## src/rtl/prbs_frame_tx.sv

```systemverilog
// Multi-channel test-pattern frame generator and serialiser (PRBS, clock, all-ones, word counter).
// Define PREAMBLE_EN to prepend one 1010.. preamble word to every frame.
module prbs_frame_tx #(
  parameter int unsigned NUM_CH      = 1,
  parameter int unsigned DATA_WIDTH  = 10,
  parameter int unsigned FRAME_WORDS = 20,
  parameter int unsigned POLY_LENGTH = 9,
  parameter int unsigned POLY_TAP    = 5,
  parameter bit          INV_PATTERN = 1'b1
) (
  input  logic              clk,
  input  logic              rst,
  input  logic              send_enable,
  input  logic [3:0]        speedctr,
  input  logic [1:0]        mode,
  output logic              busy,
  output logic              bit_strobe,
  output logic              frame_done,
  output logic [NUM_CH-1:0] serial_out
);

  localparam int unsigned BW = (DATA_WIDTH > 1) ? $clog2(DATA_WIDTH) : 1;
  localparam int unsigned WW = (FRAME_WORDS > 1) ? $clog2(FRAME_WORDS) : 1;
  localparam int unsigned N  = POLY_LENGTH;

  typedef enum logic [1:0] {StIdle, StSend, StDone} state_e;
  typedef logic [N-1:0] lfsr_t;

  state_e              state_q;
  logic [3:0]          spd_q, div_q;
  logic [1:0]          mode_q, mode_d;
  logic [BW-1:0]       bit_q, bit_d;
  logic [WW-1:0]       word_q, word_d;
  logic                phase_q, phase_d;
  lfsr_t               lfsr_q [NUM_CH];
  lfsr_t               lfsr_d [NUM_CH];
  logic                in_pre, pre_d;
  logic [NUM_CH-1:0]   pat_d;
  logic [DATA_WIDTH-1:0] wval;
  logic                start, period_end, wrap, last_bit, adv;

  function automatic lfsr_t seed(input int unsigned c);
    return {N{1'b1}} ^ lfsr_t'(c);
  endfunction

  function automatic lfsr_t step(input lfsr_t l);
    return {l[N-2:0], l[N-1] ^ l[POLY_TAP-1]};
  endfunction

`ifdef PREAMBLE_EN
  localparam bit PreStart = 1'b1;
  logic pre_q;

  always_ff @(posedge clk) begin
    if (rst) begin
      pre_q <= 1'b0;
    end else if (adv) begin
      pre_q <= pre_d;
    end
  end
  assign in_pre = pre_q;
`else
  localparam bit PreStart = 1'b0;
  assign in_pre = 1'b0;
`endif

  // Everything below describes the position the *next* bit period will show, so outputs register
  // straight from it and appear the cycle after the start/period-end edge.
  always_comb begin
    start      = (state_q == StIdle) && send_enable;
    period_end = (div_q == spd_q);
    wrap       = (bit_q == BW'(DATA_WIDTH - 1));
    last_bit   = !in_pre && wrap && (word_q == WW'(FRAME_WORDS - 1));
    adv        = start || ((state_q == StSend) && period_end && !last_bit);
    mode_d     = start ? mode : mode_q;
    if (start) begin
      bit_d   = '0;
      word_d  = '0;
      phase_d = 1'b0;
      pre_d   = PreStart;
    end else begin
      bit_d   = wrap ? '0 : bit_q + BW'(1);
      word_d  = (!in_pre && wrap) ? word_q + WW'(1) : word_q;
      phase_d = in_pre ? phase_q : ~phase_q;
      pre_d   = in_pre && !wrap;
    end
    wval = DATA_WIDTH'(word_d);
    for (int c = 0; c < NUM_CH; c++) begin
      lfsr_d[c] = start ? seed(c) : (in_pre ? lfsr_q[c] : step(lfsr_q[c]));
      if (pre_d) begin
        pat_d[c] = ~bit_d[0];
      end else begin
        unique case (mode_d)
          2'd0:    pat_d[c] = lfsr_d[c][N-1];
          2'd1:    pat_d[c] = ~phase_d;
          2'd2:    pat_d[c] = 1'b1;
          default: pat_d[c] = wval[BW'(DATA_WIDTH - 1) - bit_d];
        endcase
        pat_d[c] = pat_d[c] ^ INV_PATTERN;
      end
    end
  end

  always_ff @(posedge clk) begin
    if (rst) begin
      state_q    <= StIdle;
      busy       <= 1'b0;
      bit_strobe <= 1'b0;
      frame_done <= 1'b0;
      serial_out <= '0;
      spd_q      <= '0;
      div_q      <= '0;
      mode_q     <= '0;
      bit_q      <= '0;
      word_q     <= '0;
      phase_q    <= 1'b0;
      for (int c = 0; c < NUM_CH; c++) lfsr_q[c] <= seed(c);
    end else begin
      if (adv) begin
        bit_q      <= bit_d;
        word_q     <= word_d;
        phase_q    <= phase_d;
        mode_q     <= mode_d;
        lfsr_q     <= lfsr_d;
        div_q      <= '0;
        bit_strobe <= 1'b1;
        serial_out <= pat_d;
      end
      unique case (state_q)
        StIdle: begin
          frame_done <= 1'b0;
          if (start) begin
            state_q <= StSend;
            busy    <= 1'b1;
            spd_q   <= speedctr;
          end
        end
        StSend: begin
          if (!period_end) begin
            div_q      <= div_q + 4'd1;
            bit_strobe <= 1'b0;
          end else if (last_bit) begin
            state_q    <= StDone;
            busy       <= 1'b0;
            bit_strobe <= 1'b0;
            frame_done <= 1'b1;
            serial_out <= '0;
          end
        end
        StDone: begin
          state_q    <= StIdle;
          frame_done <= 1'b0;
        end
        default: state_q <= StIdle;
      endcase
    end
  end

endmodule

```

## config.mk

```make
export PLATFORM = sky130hd
export DESIGN_NAME = prbs_frame_tx
export DESIGN_NICKNAME = d
export VERILOG_FILES = /design/src/rtl/prbs_frame_tx.sv
export SDC_FILE = /design/constraint.sdc
export NUM_CORES = 1
export LEC_CHECK = 0
export CAP_MARGIN = 30
export CORE_MARGIN = 1
export CORE_UTILIZATION = 57
export DETAILED_ROUTE_END_ITERATION = 8
export PLACE_DENSITY = 0.84
export SLEW_MARGIN = 10
export SYNTH_ARGS = -nofsm -noshare
export SYNTH_HDL_FRONTEND = slang
export SYNTH_SLANG_ARGS = --single-unit
```

## constraint.sdc

```tcl
create_clock -name clk -period 3 [get_ports clk]
set_clock_uncertainty 0.05 [all_clocks]
set_input_delay 0.6 -clock clk [delete_from_list [all_inputs] [get_ports clk]]
set_output_delay 0.6 -clock clk [all_outputs]
set_load 0.03 [all_outputs]
```

# == Word level (Yosys, flattened, before mapping) ==
# Index checks and enable logic that the tools add are counted.
# word_totals
register_bits,35
latchBits,0
mem_bits_rw,0
mem_bits_ro,0
in_bits,9
out_inout_bits,4
word_cells,78
n_memories,0
# op_classes
add_sub_neg,4
n_mul,0
div_mod_pow,0
n_lt_le_gt_ge,1
eq_ne,10
shifts,0
n_mux,32
n_bitwise,4
n_reduce_logical,15
# op_table
cell,count
$mux 4,5
$mux 1,15
$mux 5,2
$mux 9,1
$add 4x1->4 const B,2
$mux 2,4
$ne 2x2->1 const B,3
$reduce_and 3->1,2
$add 5x1->5 const B,1
$eq 5x5->1 const B,1
$lt 4x5->1 const B,1
$bmux 1 s4,1
$eq 2x1->1 const B,2
$eq 2x2->1 const B,2
$eq 4x4->1,1
$eq 4x4->1 const B,1
$logic_and 1x1->1,4
$logic_not 2->1,2
$pmux 1 s2,2
$pmux 2 s2,1
$reduce_and 4->1,1
$reduce_bool 2->1,2
$sub 4x4->4 const A,1
$not 1->1,3
6 further kinds,6

# == Longest topological paths before layout ==
# Gate-level depths: netlist (run 1).
# logic_depth
ltp_word,12
ltp_mapped,11
depth_no_buf,10

# == Worst setup path before layout (run 1) ==
# No wires, ideal clock.
# synth_path
path_type,reg2reg
startpoint,reg bit_q[1]
endpoint,reg serial_out
setup_ps,126
arrival_time_ps,2100
required_ps,2824
setup_slack_ps,724
path_stages_with_launch,12
path_buffers,1
synth_period_minus_slack_ps,2276
path_cell_list,dfxtp_1 inv_1 ha_1 and3b_1 buf_6 or3_4 ha_1 inv_1 o41ai_1 a311oi_1 o41ai_1 a21oi_1
# synth_via
elab_chain_cells,12
word_cells_on_any_way,19
classes_between,add/sub (2); eq/ne (1); mux (11); bitwise (1); reduce/logical (4)
# synth_lines
element,line,rtl
from (decl),32,"logic [BW-1:0] bit_q, bit_d;"
from (signal assigned),120,bit_q <= bit_d;
$add 4x1->4 or $eq 4x4->1 (tied branches),"82, 72",
$mux 4,82,bit_d = wrap ? '0 : bit_q + BW'(1);
$mux 4,76,if (start) begin
$sub 4x4->4,97,default: pat_d[c] = wval[BW'(DATA_WIDTH - 1) - bit_d];
$bmux 1 s4,97,
$mux 1 (not written as such),97,
$pmux 1 s3,93,unique case (mode_d)
$not 1->1 (no source line),n/a,
$mux 1,119,if (adv) begin
$mux 1,142,end else if (last_bit) begin
$mux 1,139,if (!period_end) begin
$mux 1 *,129,unique case (state_q)
to (signal assigned),127,serial_out <= pat_d;
to (decl),19,output logic [NUM_CH-1:0] serial_out
# Every way passes the cells marked *; elsewhere a longest branch is shown, timed or not. The select of a mux whose other input is x is not followed.
# A chain may end at the register's enable or synchronous reset.

# == Worst setup path in the final report (run 1) ==
# Same ends and word-level chain as after synthesis.

==> impl_metrics.env, run 1 <==
export IMPL_wl_per_cell_um=15.0
export IMPL_vias=1471
export IMPL_worstReg2RegStart="bit_q[1]"
export IMPL_start_util_pct=61.7
export IMPL_cts_tree="yes"
export IMPL_synth_top_area_share_pct=40.5
export IMPL_h_tree_depth=2
export IMPL_yosys_cell_types_count=44
export IMPL_synth_flop_cell="dfxtp_1"
export IMPL_grt_pass1_vias=1338
export IMPL_yosys_warnings=0
export IMPL_holdWs_ns=0.415
export IMPL_ctsHoldBuffers=0
export IMPL_ir_drop_v=0.000408
export IMPL_mappedNetlistArea_mm2=0.00173
export IMPL_hold_viol_final=0
export IMPL_finalSetupViolations=0
export IMPL_async_reset_ff_share_pct=0
export IMPL_drc=0
export IMPL_switching_share_pct=30.1
export IMPL_cell_internal_pwr_mw=0.714
export IMPL_grt_pass1_wl_mm=6.19
export IMPL_drt_iter0_drc=59
export IMPL_die_area_mm2=0.00326
export IMPL_rsz0062_at_grt="false"
export IMPL_rows=19
export IMPL_syn_nets=213
export IMPL_max_slew_margin_pct=48.4
export IMPL_crit_buf_inv=2
export IMPL_grt_max_degree=19
export IMPL_syn_avg_cell_area_um2=8.70
export IMPL_diodes=0
export IMPL_clock_sink_count=35
export IMPL_drive_gt1_share_pct=9.86
export IMPL_p_sw_mw=0.308
export IMPL_synth_area_leaders="dfxtp_1 (40%), nand2_1 (7.8%), nand3_1 (4.6%)"
export IMPL_power_density_mw_per_mm2=528
export IMPL_path_clk_slew_ns=0.11
export IMPL_dr_pass1_iters=4
export IMPL_root_buffer="clkbuf_4"
export IMPL_die_h_um=57.1
export IMPL_hpwl_mm=2.60
export IMPL_ys_seq_area_share_pct=40.5
export IMPL_crit_path_cell_trace="inv_1 -> ha_1 -> and3b_1 -> or3_4 -> ha_1 -> inv_1 -> o41ai_1 -> a311oi_1 -> o41ai_1 -> a21oi_1"
export IMPL_fin_nets=226
export IMPL_wl_mm=3.67
export IMPL_grt_overflow_total=0
export IMPL_synth_seq_cells=35
export IMPL_die_w_um=57.1
export IMPL_comb_power_share_pct=20.1
export IMPL_antenna_left=0
export IMPL_syn2layout_area_growth_pct=11.9
export IMPL_io_pins=13
export IMPL_grt_antenna_before_repair=0
export IMPL_cp_arrival_ns=2.61
export IMPL_min_period_ns=2.41
export IMPL_seqPwrFrac_pct=50.5
export IMPL_critPathMaxStageDelay_ns=0.42
export IMPL_cts_resized=0
export IMPL_p_total_mw=1.02
export IMPL_worstSetupStartpointType="register"
export IMPL_p_leak_nw=0.722
export IMPL_fin_tns_setup_ns=0
export IMPL_end_kind="register"
export IMPL_worstHoldStart="lfsr_q[1]"
export IMPL_core_mm2=0.00281
export IMPL_critical_path_top_delay_family="simple AND/OR/NAND/NOR gates"
export IMPL_cts_buffers=5
export IMPL_pwr_share_clk_pct=29.4
export IMPL_grt_total_usage_pct=25.0
export IMPL_insertion_delay_ns=0.35
export IMPL_worstSetupPathType="register to register"
export IMPL_reg2reg_depth=10
export IMPL_worst_ep_required_time_ns=3.20
export IMPL_portBuffers=12
export IMPL_syn_inst=199
export IMPL_hold_class="register to register"
export IMPL_cts_buffer_depth=2
export IMPL_cap_violations=0
export IMPL_via_per_inst=6.03
export IMPL_synth_edf_count=0
export IMPL_slew_violations=0
export IMPL_finalCritPeriodShare_pct=80.4
export IMPL_hold_depth=2
export IMPL_tightestPinTransition_ns=0.772
export IMPL_r2r_slack_ns=0.59
export IMPL_path_max_fanout=6
export IMPL_crit_cells=10
export IMPL_place_congestion=0.916
export IMPL_cts_setup_buffers=0
export IMPL_outcome="complete, no violations"
export IMPL_synth_largest_area_cell="dfxtp_1"
export IMPL_cp_slowest_cell="dfxtp_1"
export IMPL_cp_startpoint="bit_q[1]"
export IMPL_max_freq_ghz=0.415
sequential cells by signal, summed over array words and instances (netlist names):
register,flops
spd_q,4
mode_q,2
state_q,2
bit_strobe,1
word_q,5
lfsr_q,9
frame_done,1
bit_q,4
phase_q,1
div_q,4
busy,1
serial_out,1
area by class of cell:
class | count | area, um2
Clock buffer | 8 | 68.8
Fill cell | 227 | 870
Inverter | 3 | 11.3
Multi-Input combinational cell | 152 | 973
Sequential cell | 35 | 701
Tap cell | 31 | 38.8
Timing Repair Buffer | 15 | 143
layer usage:
| metal | global-route usage [%] | share of wire, % | vias up |
|---|---|---|---|
| li1 | - | - | 738 |
| met1 | 32.6 | 46 | 695 |
| met2 | 39.0 | 48 | 30 |
| met3 | 6.12 | 3.6 | 8 |
| met4 | 11.5 | 2.3 | 0 |
| met5 | 0 | 0 | - |
per-stage QoR:
step / instances / area (um2) / utilization, % / setup WS, ns
2_1_floorplan: 199 / 1730 / - / 0.724
3_3_place_gp: 236 / 1870 / 66.5 / 0.381
3_5_place_dp: 236 / 1870 / 66.5 / 0.329
4_1_cts: 244 / 1940 / 69.0 / 0.593
5_1_grt: 244 / 1940 / 69.0 / 0.466
6_report: 244 / 1940 / 69.0 / 0.588
power by group through the flow:
stage,Combinational [mW],Clock [mW],Sequential [mW]
global placement,0.196,0,0.525
global route,0.226,0.325,0.519
CTS,0.205,0.306,0.516
floorplan,0.143,0,0.532
finish,0.205,0.300,0.516
detailed placement,0.204,0,0.526
Yosys cell counts, drive strengths merged, types with 2 or more instances:
| cell type | instances |
|---|---|
| nand2b | 4 |
| inv | 3 |
| xor2 | 2 |
| nor4 | 4 |
| nand2 | 37 |
| or3 | 4 |
| nand3 | 16 |
| buf | 4 |
| xnor2 | 9 |
| a311oi | 3 |
| a211oi | 2 |
| dfxtp | 35 |
| nor2 | 13 |
| o41ai | 2 |
| o31ai | 2 |
| nor2b | 2 |
| ha | 5 |
| a21oi | 16 |
| o211ai | 2 |
| a41oi | 2 |
| clkbuf | 5 |
| and4 | 2 |
| mux2i | 4 |
| or3b | 2 |
| nor3 | 6 |
| nand4b | 2 |
worst min-delay path, delay by kind of cell (launching register included):
kind	cells	cell delay, ns
simple gates	2	0.11
flops	1	0.32
path summary, 6_finish.rpt:
| kind | endpoint |
|---|---|
| max reg2reg | serial_out |
| min | lfsr_q[2] |
| max | serial_out |
| min reg2reg | lfsr_q[2] |
cells in the final DEF, fill, tap and decap left out, types with 2 or more instances in the layout:
| master | n |
|---|---|
| nor4_1 | 4 |
| nand2b_1 | 4 |
| nand3_1 | 16 |
| nor3_1 | 6 |
| a311oi_1 | 3 |
| xor2_1 | 2 |
| xnor2_1 | 5 |
| o41ai_1 | 2 |
| clkbuf_8 | 2 |
| ha_1 | 5 |
| inv_1 | 3 |
| and4_1 | 2 |
| buf_4 | 3 |
| nor2b_1 | 2 |
| or3_1 | 3 |
| a211oi_1 | 2 |
| mux2i_1 | 4 |
| clkbuf_4 | 5 |
| nand4b_1 | 2 |
| nand2_1 | 36 |
| nor2_1 | 13 |
| o211ai_1 | 2 |
| o31ai_1 | 2 |
| clkdlybuf4s50_1 | 12 |
| a21oi_1 | 15 |
| xnor2_2 | 4 |
| dfxtp_1 | 35 |
logic make-up (layout without fill, tap and decap cells):
| logic type | Yosys count | after routing | synth area share [%] |
|---|---|---|---|
| AOI/OAI and AO/OA | 34 | 34 | 14.2 |
| xor gates and xnor gates | 11 | 11 | 7.30 |
| DFF | 35 | 35 | 40.5 |
| adders and majority gates | 5 | 5 | 3.62 |
| buffers and inverters | 12 | 26 | 3.25 |
| muxes | 4 | 4 | 2.31 |
| and+or+nand+nor | 98 | 98 | 28.9 |
Power figures use the tool's default switching activity.
==> run 2, diff against run 1 <==
--- a/config.mk
+++ b/config.mk
@@ -7,9 +7,9 @@
 export LEC_CHECK = 0
 export CAP_MARGIN = 30
 export CORE_MARGIN = 1
-export CORE_UTILIZATION = 57
+export CORE_UTILIZATION = 51
 export DETAILED_ROUTE_END_ITERATION = 8
-export PLACE_DENSITY = 0.84
+export PLACE_DENSITY = 0.8
 export SLEW_MARGIN = 10
 export SYNTH_ARGS = -nofsm -noshare
 export SYNTH_HDL_FRONTEND = slang
==> constraint.sdc (replaced) <==
create_clock -name clk -period 2.1 [get_ports clk]
set_clock_uncertainty 0.05 [all_clocks]
set_input_delay 0.42 -clock clk [delete_from_list [all_inputs] [get_ports clk]]
set_output_delay 0.42 -clock clk [all_outputs]
set_load 0.03 [all_outputs]
==> run 2 against run 1 <==
Effect of this change:
- the run now ends with negative setup slack left
- hold slack better by 0.010 ns
- combinational power up 59%
- flip-flop and latch count unchanged
- non-clock buffer count up 8
- largest cell class unchanged
- highest routed layer unchanged
==> impl_metrics.env, run 2 (synthesis gave the netlist of run 1 again) <==
export IMPL_outcome="finished with violations"
export IMPL_violations="negative setup slack"
export IMPL_wl_mm=3.66
export IMPL_wl_met1_mm=1.60
export IMPL_holdWs_ns=0.425
export IMPL_rows=20
export IMPL_insertion_delay_ns=0.35
export IMPL_core_mm2=0.00313
export IMPL_num_fill_cells=264
export IMPL_regMostFlops="lfsr_q"
export IMPL_grt_overflow_total=0
export IMPL_worstSetupStartpointType="register"
export IMPL_end_kind="register"
export IMPL_cts_tree="yes"
export IMPL_drt_iter0_drc=99
export IMPL_clock_sink_count=35
export IMPL_reg_top3="lfsr_q: 9 flops, word_q: 5 flops"
export IMPL_hold_class="register to register"
export IMPL_dr_pass1_iters=4
export IMPL_power_density_mw_per_mm2=700
export IMPL_final_cell_mix="nand2_1 (36), dfxtp_1 (33), a21oi_1 (15), nand3_1 (15)"
export IMPL_tightestPinTransition_ns=0.517
export IMPL_cp_arrival_ns=2.28
export IMPL_grt_antenna_before_repair=0
export IMPL_p_leak_nw=0.755
export IMPL_hpwl_mm=2.70
export IMPL_portBuffers=12
export IMPL_path_max_fanout=4
export IMPL_pre_cts_slack_ns=-0.353
export IMPL_drc=0
export IMPL_placed_cell_area_mm2=0.00196
export IMPL_die_area_mm2=0.00363
export IMPL_hold_viol_final=0
export IMPL_cts_buffer_depth=2
export IMPL_cap_violations=0
export IMPL_root_buffer="clkbuf_4"
export IMPL_h_tree_depth=2
export IMPL_fin_tns_setup_ns=-0.000319
export IMPL_die_w_um=60.3
export IMPL_place_congestion=0.861
export IMPL_grt_total_usage_pct=22.4
export IMPL_min_period_ns=2.10
export IMPL_cts_buffers=5
export IMPL_max_slew_margin_pct=65.4
export IMPL_diodes=0
export IMPL_largest_reg_flops=9
export IMPL_wl_per_cell_um=13.8
export IMPL_final_common_cell="nand2_1"
export IMPL_ctsHoldBuffers=0
export IMPL_die_h_um=60.3
export IMPL_grt_max_degree=17
export IMPL_worstSetupPathType="register to register"
export IMPL_antenna_left=0
export IMPL_ir_drop_v=0.000497
export IMPL_vias=1502
export IMPL_path_clk_slew_ns=0.10
export IMPL_final_area_mm2=0.00203
export IMPL_rsz0062_at_grt="true"
export IMPL_grt_pass1_vias=1403
export IMPL_dr_wl_met3_um=139
export IMPL_fin_nets=234
export IMPL_grt_pass1_wl_mm=5.95
export IMPL_finalCritPeriodShare_pct=100
export IMPL_syn2layout_area_growth_pct=17.4
export IMPL_drive_gt1_share_pct=16.3
export IMPL_final_core_util_pct=65.0
export IMPL_wl_met2_mm=1.82
export IMPL_dp_cells=257
export IMPL_slew_violations=0
export IMPL_p_total_mw=1.42
export IMPL_io_pins=13
export IMPL_top_layer_used="met4"
export IMPL_r2r_slack_ns=-0.0003
export IMPL_timing_final_ws_setup_ns=-0.000319
export IMPL_max_freq_ghz=0.476
export IMPL_cts_setup_buffers=0
export IMPL_start_util_pct=55.3
export IMPL_worst_ep_required_time_ns=2.28
export IMPL_fin_cells=265
export IMPL_via_per_inst=5.67
export IMPL_finalSetupViolations=1
==> run 2: cell count changes in the layout (fill, tap and decap cells not counted), moves of 2 or more <==
cell,before,now
ha_4,0,2
dfxtp_1,35,33
ha_1,5,3
buf_4,3,11
clkbuf_8,2,0
dfxtp_2,0,2
==> run 2: layout make-up <==
class | count | area (um2) | area share [%]
inverters | 3 | 11.3 | 0.554
clock buffers | 6 | 41.3 | 2.03
flip-flops and latches | 35 | 703 | 34.6
well taps | 44 | 55.1 | 2.71
repair buffers | 23 | 203 | 9.98
clock inverters | 2 | 12.5 | 0.616
multi-input cells | 152 | 1010 | 49.5
==> run 2: worst paths after layout <==
kind / startpoint / cells after the start / to
max reg2reg: bit_q[1] / 9 / serial_out
min reg2reg: frame_done / 2 / frame_done
min: frame_done / 2 / frame_done
max: bit_q[1] / 9 / serial_out
==> run 2: routing by layer <==
| layer | track usage, % | vias up |
|---|---|---|
| met2 | 37.4 | 32 |
| li1 | - | 748 |
| met3 | 6.06 | 9 |
| met4 | 11.6 | 0 |
| met5 | 0 | - |
| met1 | 25.9 | 713 |
==> run 2: worst max-delay path, cell delays in order (launching register included) <==
cell and delay [ns]:
dfxtp_2 0.35, inv_2 0.04, ha_4 0.16, and3b_1 0.18, or3_4 0.38, ha_4 0.21, inv_1 0.07, a41oi_1 0.05
o41ai_1 0.38, a21oi_1 0.10
==> run 2: power by group <==
| group | total [mW] | internal, mW | switching, mW |
|---|---|---|---|
| clock | 0.362 | 0.129 | 0.233 |
| combinational | 0.325 | 0.143 | 0.182 |
| sequential | 0.735 | 0.704 | 0.0317 |
| total | 1.42 | 0.976 | 0.447 |
==> run 2: repair_timing <==
item,4_1_cts,5_1_grt
pin swaps,0,1
gates resized for setup,2,2
gates cloned,0,0
setup endpoints to repair,1,2
==> run 3, diff against run 2 <==
--- a/config.mk
+++ b/config.mk
@@ -9,6 +9,7 @@
 export CORE_MARGIN = 1
 export CORE_UTILIZATION = 51
 export DETAILED_ROUTE_END_ITERATION = 8
+export HOLD_SLACK_MARGIN = 0.15
 export PLACE_DENSITY = 0.8
 export SLEW_MARGIN = 10
 export SYNTH_ARGS = -nofsm -noshare
==> constraint.sdc (replaced) <==
create_clock -name clk -period 1.88 [get_ports clk]
set_clock_uncertainty 0.05 [all_clocks]
set_input_delay 0.376 -clock clk [delete_from_list [all_inputs] [get_ports clk]]
set_output_delay 0.376 -clock clk [all_outputs]
set_load 0.03 [all_outputs]
==> run 3 against run 2 <==
Effect of this change:
- the flow still finishes with violations (negative setup slack)
- clock power rose by 10%
- die area is the same
- combinational power up 72%
- via count increased by 16%
- design area increased by 20%
- maximum frequency grew 4.1%
- routed wire length increased by 48%
- register-to-register slack lost 0.14 ns
- highest routed layer unchanged
==> impl_metrics.env, run 3 (synthesis gave the netlist of run 1 again) <==
export IMPL_antenna_left=0
export IMPL_final_cell_mix="dfxtp_1 (33), nand2_1 (28), buf_4 (23), a21oi_1 (14), clkdlybuf4s50_1 (12)"
export IMPL_hold_depth=2
export IMPL_ctsHoldBuffers=0
export IMPL_insertion_delay_ns=0.35
export IMPL_io_pins=13
export IMPL_grt_max_degree=17
export IMPL_grt_total_usage_pct=26.3
export IMPL_wl_met2_mm=2.76
export IMPL_core_mm2=0.00313
export IMPL_pwr_share_clk_pct=22.4
export IMPL_final_common_cell="dfxtp_1"
export IMPL_rows=20
export IMPL_fin_nets=253
export IMPL_holdWs_ns=0.452
export IMPL_die_h_um=60.3
export IMPL_tightestPinTransition_ns=0.575
export IMPL_portBuffers=12
export IMPL_wl_met1_mm=2.04
export IMPL_rsz0062_at_grt="true"
export IMPL_switching_share_pct=34.0
export IMPL_h_tree_depth=2
export IMPL_worstSetupPathType="register to register"
export IMPL_grt_antenna_before_repair=0
export IMPL_grt_overflow_total=0
export IMPL_place_congestion=0.891
export IMPL_drc=0
export IMPL_final_area_mm2=0.00243
export IMPL_min_period_ns=2.02
export IMPL_comb_power_share_pct=31.3
export IMPL_reg2reg_depth=10
export IMPL_regMostFlops="lfsr_q"
export IMPL_max_slew_margin_pct=61.6
export IMPL_hold_class="register to register"
export IMPL_vias=1749
export IMPL_wl_per_cell_um=19.1
export IMPL_wl_mm=5.42
export IMPL_dr_wl_met3_um=331
export IMPL_path_clk_slew_ns=0.11
export IMPL_via_per_inst=6.16
export IMPL_p_total_mw=1.79
export IMPL_hold_viol_final=0
export IMPL_cts_buffer_depth=2
export IMPL_path_max_fanout=2
export IMPL_die_area_mm2=0.00363
export IMPL_grt_pass1_wl_mm=6.96
export IMPL_reg_top3="lfsr_q: 9 flops, word_q: 5 flops"
export IMPL_max_freq_ghz=0.496
export IMPL_grt_pass1_vias=1569
export IMPL_worstSetupStartpointType="register"
export IMPL_finalSetupViolations=15
export IMPL_syn2layout_area_growth_pct=40.7
export IMPL_largest_reg_flops=9
export IMPL_cts_tree="yes"
export IMPL_clock_sink_count=35
export IMPL_top_layer_used="met4"
export IMPL_die_w_um=60.3
export IMPL_fin_cells=284
export IMPL_worst_ep_required_time_ns=2.12
export IMPL_start_util_pct=55.3
export IMPL_diodes=0
export IMPL_ir_drop_v=0.000546
export IMPL_cp_arrival_ns=2.26
export IMPL_timing_final_ws_setup_ns=-0.138
export IMPL_root_buffer="clkbuf_4"
export IMPL_cts_buffers=5
export IMPL_violations="negative setup slack"
export IMPL_seqPwrFrac_pct=46.4
export IMPL_pre_cts_slack_ns=-0.509
export IMPL_dp_cells=267
export IMPL_fin_tns_setup_ns=-0.611
export IMPL_end_kind="register"
export IMPL_drt_iter0_drc=76
export IMPL_p_leak_nw=0.907
export IMPL_drive_gt1_share_pct=37.5
export IMPL_cap_violations=0
export IMPL_outcome="finished with violations"
export IMPL_finalCritPeriodShare_pct=107
export IMPL_power_density_mw_per_mm2=734
export IMPL_hpwl_mm=2.87
export IMPL_dr_pass1_iters=4
export IMPL_slew_violations=0
export IMPL_cell_internal_pwr_mw=1.18
export IMPL_p_sw_mw=0.608
export IMPL_final_core_util_pct=77.8
export IMPL_placed_cell_area_mm2=0.00204
[run 3: changes by cell type in the layout (fill, tap and decap cells not counted), sizes merged]
| cell | previous run | this run |
|---|---|---|
| buf | 11 | 29 |
| clkbuf | 6 | 8 |
| clkinvlp | 1 | 0 |
[run 3: per-layer routing]
layer,global-route usage (%),vias to the layer above
li1,-,789
met5,0,-
met3,7.58,29
met4,13.0,0
met1,30.5,851
met2,43.8,80
[run 3: repair_timing]
item | in CTS | in global routing
pin swaps | 7 | 23
gates resized for setup | 11 | 45
setup buffers | 3 | 6
endpoints found under the setup margin | 15 | 22
hold endpoints to repair | 0 | 0
cloned | 0 | 1
[run 3: final cells by class]
cell class	instances	area, um2
multi-input combinational	152	1220
sequential	35	703
fill	199	693
timing repair buffer	42	393
tap	44	55.1
clock buffer	7	45.0
inverter	3	13.8
clock inverter	1	5.00
[run 3: final timing paths]
check	from	endpoint	slack [ns]
max	bit_q[1]	serial_out	-0.14
min	frame_done	frame_done	0.45
max reg2reg	bit_q[1]	serial_out	-0.14
min reg2reg	frame_done	frame_done	0.45
[run 3: power by group through the flow]
stage / sequential [mW] / combinational (mW) / clock [mW]
2_1_floorplan: 0.849 / 0.230 / 0
3_3_place_gp: 0.833 / 0.362 / 0
3_5_place_dp: 0.835 / 0.377 / 0
4_1_cts: 0.820 / 0.395 / 0.404
5_1_grt: 0.832 / 0.588 / 0.453
6_report: 0.829 / 0.559 / 0.400
[run 3: worst max-delay path, cell delays in order (launching register included)]
cell and delay, ns:
dfxtp_2 0.35, inv_2 0.04, ha_4 0.15, and3b_1 0.18, or3_4 0.39, ha_4 0.23
inv_4 0.05, o41ai_2 0.05, a311oi_1 0.26, o41ai_2 0.09, a21oi_1 0.12
